--- config.mk ---
export PLATFORM = sky130hd
export DESIGN_NAME = fetch_stage
export DESIGN_NICKNAME = d
export VERILOG_FILES = /design/src/rtl/fetch_stage_pkg.sv /design/src/rtl/fetch_stage_imem.sv /design/src/rtl/fetch_stage.sv
export SDC_FILE = /design/constraint.sdc
export NUM_CORES = 1
export LEC_CHECK = 0
export CAP_MARGIN = 5
export CORE_MARGIN = 2
export CORE_UTILIZATION = 30
export DETAILED_ROUTE_END_ITERATION = 16
export GPL_TIMING_DRIVEN = 0
export HOLD_SLACK_MARGIN = 0.06
export PLACE_DENSITY_LB_ADDON = 0.25
export SLEW_MARGIN = 0
export SYNTH_ARGS = -nofsm -noshare
export SYNTH_HDL_FRONTEND = slang
export SYNTH_SLANG_ARGS = --single-unit
--- constraint.sdc ---
create_clock -name clk -period 7.9 [get_ports clk]
set_clock_uncertainty 0.15 [all_clocks]
set_input_delay 1.975 -clock clk [delete_from_list [all_inputs] [get_ports clk]]
set_output_delay 1.975 -clock clk [all_outputs]
set_load 0.01 [all_outputs]
--- src/rtl/fetch_stage_pkg.sv ---
// Shared definitions for the fetch stage: bubble/halt encodings, reset PC
// default and the fetch state enumeration.
package fetch_stage_pkg;

  localparam logic [31:0] NOP_WORD          = 32'h0000_0000;
  localparam logic [31:0] HALT_WORD_DEFAULT = 32'hFFFF_FFFF;
  localparam logic [31:0] RESET_PC_DEFAULT  = 32'h0000_0000;

  typedef enum logic {
    RUN  = 1'b0,
    HALT = 1'b1
  } fetch_state_t;

endpackage

--- src/rtl/fetch_stage_imem.sv ---
// Instruction storage: combinational read, synchronous write, no reset.
// A same-cycle read of the word being written sees the old contents.
module Instruction_memory #(
  parameter  int unsigned DEPTH = 32,
  localparam int unsigned AW    = $clog2(DEPTH)
) (
  input  logic          clk,
  input  logic          we,
  input  logic [AW-1:0] waddr,
  input  logic [31:0]   wdata,
  input  logic [AW-1:0] raddr,
  output logic [31:0]   rdata
);

  logic [31:0] mem [DEPTH];

  always_ff @(posedge clk) begin
    if (we) mem[waddr] <= wdata;
  end

  assign rdata = mem[raddr];

endmodule

--- src/rtl/fetch_stage.sv ---
// Instruction fetch: PC register, RUN/HALT state machine and IF/ID register.
// Priority per edge: reset > branch_taken > halted/stall > normal fetch.
module fetch_stage
  import fetch_stage_pkg::*;
#(
  parameter  int unsigned IMEM_DEPTH = 32,
  parameter  logic [31:0] RESET_PC   = RESET_PC_DEFAULT,
  parameter  logic [31:0] HALT_WORD  = HALT_WORD_DEFAULT,
  localparam int unsigned AW         = $clog2(IMEM_DEPTH)
) (
  input  logic          clk,
  input  logic          reset,
  input  logic          stall,
  input  logic          branch_taken,
  input  logic [31:0]   branch_target,
  input  logic          imem_we,
  input  logic [AW-1:0] imem_waddr,
  input  logic [31:0]   imem_wdata,
  output logic [31:0]   Instruction_Code,
  output logic [31:0]   PC_plus4,
  output logic          IF_valid,
  output logic          halted
);

  fetch_state_t state;
  logic [31:0]  pc;
  logic [31:0]  pc_inc;
  logic [31:0]  target_aligned;
  logic [31:0]  fetch_word;

  Instruction_memory #(
    .DEPTH (IMEM_DEPTH)
  ) u_imem (
    .clk   (clk),
    .we    (imem_we),
    .waddr (imem_waddr),
    .wdata (imem_wdata),
    .raddr (pc[AW+1:2]),
    .rdata (fetch_word)
  );

  assign pc_inc         = pc + 32'd4;
  assign target_aligned = branch_target & ~32'd3;
  assign halted         = (state == HALT);

  always_ff @(posedge clk) begin
    if (reset) begin
      state            <= RUN;
      pc               <= RESET_PC;
      Instruction_Code <= NOP_WORD;
      PC_plus4         <= '0;
      IF_valid         <= 1'b0;
    end else if (branch_taken) begin
      state            <= RUN;
      pc               <= target_aligned;
      Instruction_Code <= NOP_WORD;
      PC_plus4         <= pc_inc;
      IF_valid         <= 1'b0;
    end else begin
      case (state)
        HALT: begin
          // PC frozen on the halt word; bubbles keep flowing regardless of stall
          Instruction_Code <= NOP_WORD;
          PC_plus4         <= pc_inc;
          IF_valid         <= 1'b0;
        end
        default: begin
          if (!stall) begin
            PC_plus4 <= pc_inc;
            if (fetch_word == HALT_WORD) begin
              state            <= HALT;
              Instruction_Code <= NOP_WORD;
              IF_valid         <= 1'b0;
            end else begin
              pc               <= pc_inc;
              Instruction_Code <= fetch_word;
              IF_valid         <= 1'b1;
            end
          end
        end
      endcase
    end
  end

endmodule
==> results.ini <==
[outcome]
status=completed

[cts]
ctsHoldBuffers=0
clk_transition_reported_paths_ps=60
numCtsBuffers=112
htree_levels=3
clock_sinks=1123
cts_tree=yes
clkLatencyLatePin_ps=770
cts_root_buffer=clkbuf_16
ctsResizeCount=0
cts_buffer_depth=3
cts_setup_buffers=0

[hold_path]
min_path_cells=2
hold_class=flip-flop to flip-flop

[synthesis]
synthSimpleGateAreaFrac_pct=5.66
synthAdderAreaFrac_pct=0.0282
synth-seq-area-share_pct=73.7
yosys_warnings=0
synth-compound-area-share_pct=5.94
synth_flop_cell=edfxtp_1
synth_xor_area_share_pct=0.710
async_reset_ff_share_pct=0
netlist_instances=2732
synth_top_family_by_area=multiplexers
syn-cell-area_um2=44400
avgSynthCellArea_um2=16.3
synthMuxAreaShare_pct=11.7
synth-edff-count=1024
yosysUniqueCellTypes=45
synth-seq-cells=1123

[critical_path]
cp_cell_sequence=nor2b_1, clkbuf_1, nand3_1, nand4_1, nand4_1, nor4_1, buf_2, nand2_2, buf_6, buf_2, nand3b_1, a21oi_1
path_max_fanout=10
rr_worst_depth=12
crit_required_ps=8350
cp_slowest_cell=clkbuf_1
worstSetupPathType=flip-flop to flip-flop
crit_path_end_kind=flip-flop
crit_arrival_ps=6480
cpPeakStageDelay_ps=910
cp-start-kind=flip-flop

[sta]
final_hold_viol_count=0
grt_setup_unrepaired=no
fin_crit_sh_pct=76.2
holdWs_ps=312
maxSlewViolCount=0
period_minus_slack_ps=6020
setup_viol=0
fmax_mhz=166
worstMarginPinSlew_ps=1430
relSlewSlack_pct=4.38

[route]
drt-initial-drc-count=3142
vias=26549
antenna_left=0
wl_mm=151
via_per_inst=5.25
wl_per_cell_um=29.9
dr.pass1.iters=5
route.detailed.drc=0

[power_and_ir_drop]
finalPower_mw=13.2
p_switching_mw=3.20
p_clk_share_pct=40.9
power.share.combinational_pct=8.8
ir_drop_mv=0.171
leakage_nw=16.9
pwr-share-seq_pct=50.3
power.density_nw_per_um2=249
sw_frac_of_total_pct=24.3
p_int_mw=9.97

[placement]
place_area_um2=49300
place_congestion=0.831
dp.cells=4841
dp_hpwl_mm=102
port_buffers=134

[flow_run]
maxCapViolations=0

[floorplan]
fp.dieW_um=389
io_pins=140
die_h_um=389
core_um2=147000
start_util_pct=30.2
fp.dieArea_um2=151000
placementRows=141

[cells_and_area]
layout.nets=3100
areaGrowthSynthToFinish_pct=19.4
drive_gt1_share_pct=11.3
finalNonFillerCells=5057
fin_util_pct=36.0
fillers=13896
seq_area_um2=32700
design_area_um2=53000
multi_input_area_um2=10900

[grt]
grt_first_pass_wirelength_mm=207
antenna_found_initial=9
grt_use_total_pct=19.5
grt_overflow_total=0
grt_pass1_vias=25619
grt_max_degree=33

-- per-stage QoR --
step	setup WS (ps)	setup TNS (ps)
floorplan	3340	0
global placement	-21.7	-303
detailed placement	2200	0
CTS	2180	0
global route	1920	0
finish	1880	0
-- power groups by stage --
stage               logic, mW  clock network (mW)  registers (mW)
finish                   1.16                5.39            6.63
global route             1.21                5.68            6.64
detailed placement       1.16                   0            6.76
global placement         1.13                   0            6.76
CTS                      1.16                5.46            6.63
floorplan               0.566                   0            6.75
-- placed cells by master, fill, tap and decap left out, types with 37 or more instances in the layout --
| cell type | instances |
|---|---|
| nand3_1 | 150 |
| buf_4 | 43 |
| dfxtp_1 | 99 |
| nand4_1 | 44 |
| buf_2 | 43 |
| a211oi_1 | 52 |
| clkbuf_1 | 86 |
| nand2_1 | 104 |
| clkbuf_16 | 114 |
| a21oi_1 | 66 |
| mux2i_1 | 521 |
| nor2_1 | 63 |
| clkdlybuf4s50_1 | 134 |
| a22oi_1 | 224 |
| nand3b_1 | 37 |
| buf_12 | 40 |
| edfxtp_1 | 1024 |
-- registers in the layout, indices dropped and copies added, names as in the netlist, named ones only --
| signal | flops |
|---|---|
| pc | 30 |
| halted | 1 |
| Instruction_Code | 32 |
| PC_plus4 | 30 |
| u_imem.mem | 1024 |
| IF_valid | 1 |
-- worst max-delay path, delay by kind of cell, from the launching register on --
kind | cells | cell delay, ps
and+or+nand+nor | 7 | 3390
buffers and inverters | 4 | 1780
DFF | 1 | 400
AOI/OAI and AO/OA | 1 | 120
-- cell usage after synthesis (14+ instances only) --
cell | count | area share [%]
dfxtp_1 | 99 | 4.5
a211oi_1 | 52 | 0.88
nor3_1 | 14 | 0.16
clkbuf_1 | 61 | 0.52
edfxtp_1 | 1024 | 69
nor2_1 | 95 | 0.80
nand3_1 | 150 | 1.7
mux2i_1 | 521 | 12
a21oi_1 | 66 | 0.74
xnor2_1 | 27 | 0.53
nand4_1 | 44 | 0.62
and3_1 | 20 | 0.28
buf_2 | 43 | 0.48
nand2_1 | 104 | 0.88
a22oi_1 | 224 | 3.8
nand3b_1 | 37 | 0.63
buf_6 | 14 | 0.35
buf_4 | 43 | 0.73
-- final timing paths --
check	startpoint	slack (ps)	end
setup / recovery	flip-flop	1880	Instruction_Code[28]
hold / removal	Instruction_Code[22]	310	Instruction_Code[22]
setup reg to reg	flip-flop	1880	Instruction_Code[28]
hold reg to reg	Instruction_Code[22]	310	Instruction_Code[22]
-- layout make-up --
cell class | count | area share [%]
Tap cell | 1930 | 4.55
Multi-Input combinational cell | 1431 | 20.6
Buffer | 174 | 1.84
Sequential cell | 1123 | 61.7
Timing Repair Buffer | 178 | 4.22
Clock buffer | 156 | 5.93
Inverter | 5 | 0.0354
Antenna cell | 2 | 0.00944
Clock inverter | 58 | 1.04
-- logic make-up (layout without fill, tap and decap cells) --
logic type               Yosys count  in the layout
multiplexers                     521            521
buffers and inverters            179            571
adder cells (fa/ha/maj)            1              1
AND/OR/NAND/NOR                  501            501
flip-flops                      1123           1123
AO/OA/AOI/OAI                    370            370
other                              1              4
XOR/XNOR                          36             36
-- metal layers --
layer,vias up,global-route usage (%),part of all wire [%]
li1,11374,-,-
met1,13830,27.9,45
met2,1135,30.3,45
met3,204,3.79,7.8
met4,6,5.44,2.5
met5,-,0,0.029
(Power assumes the default switching activity.)
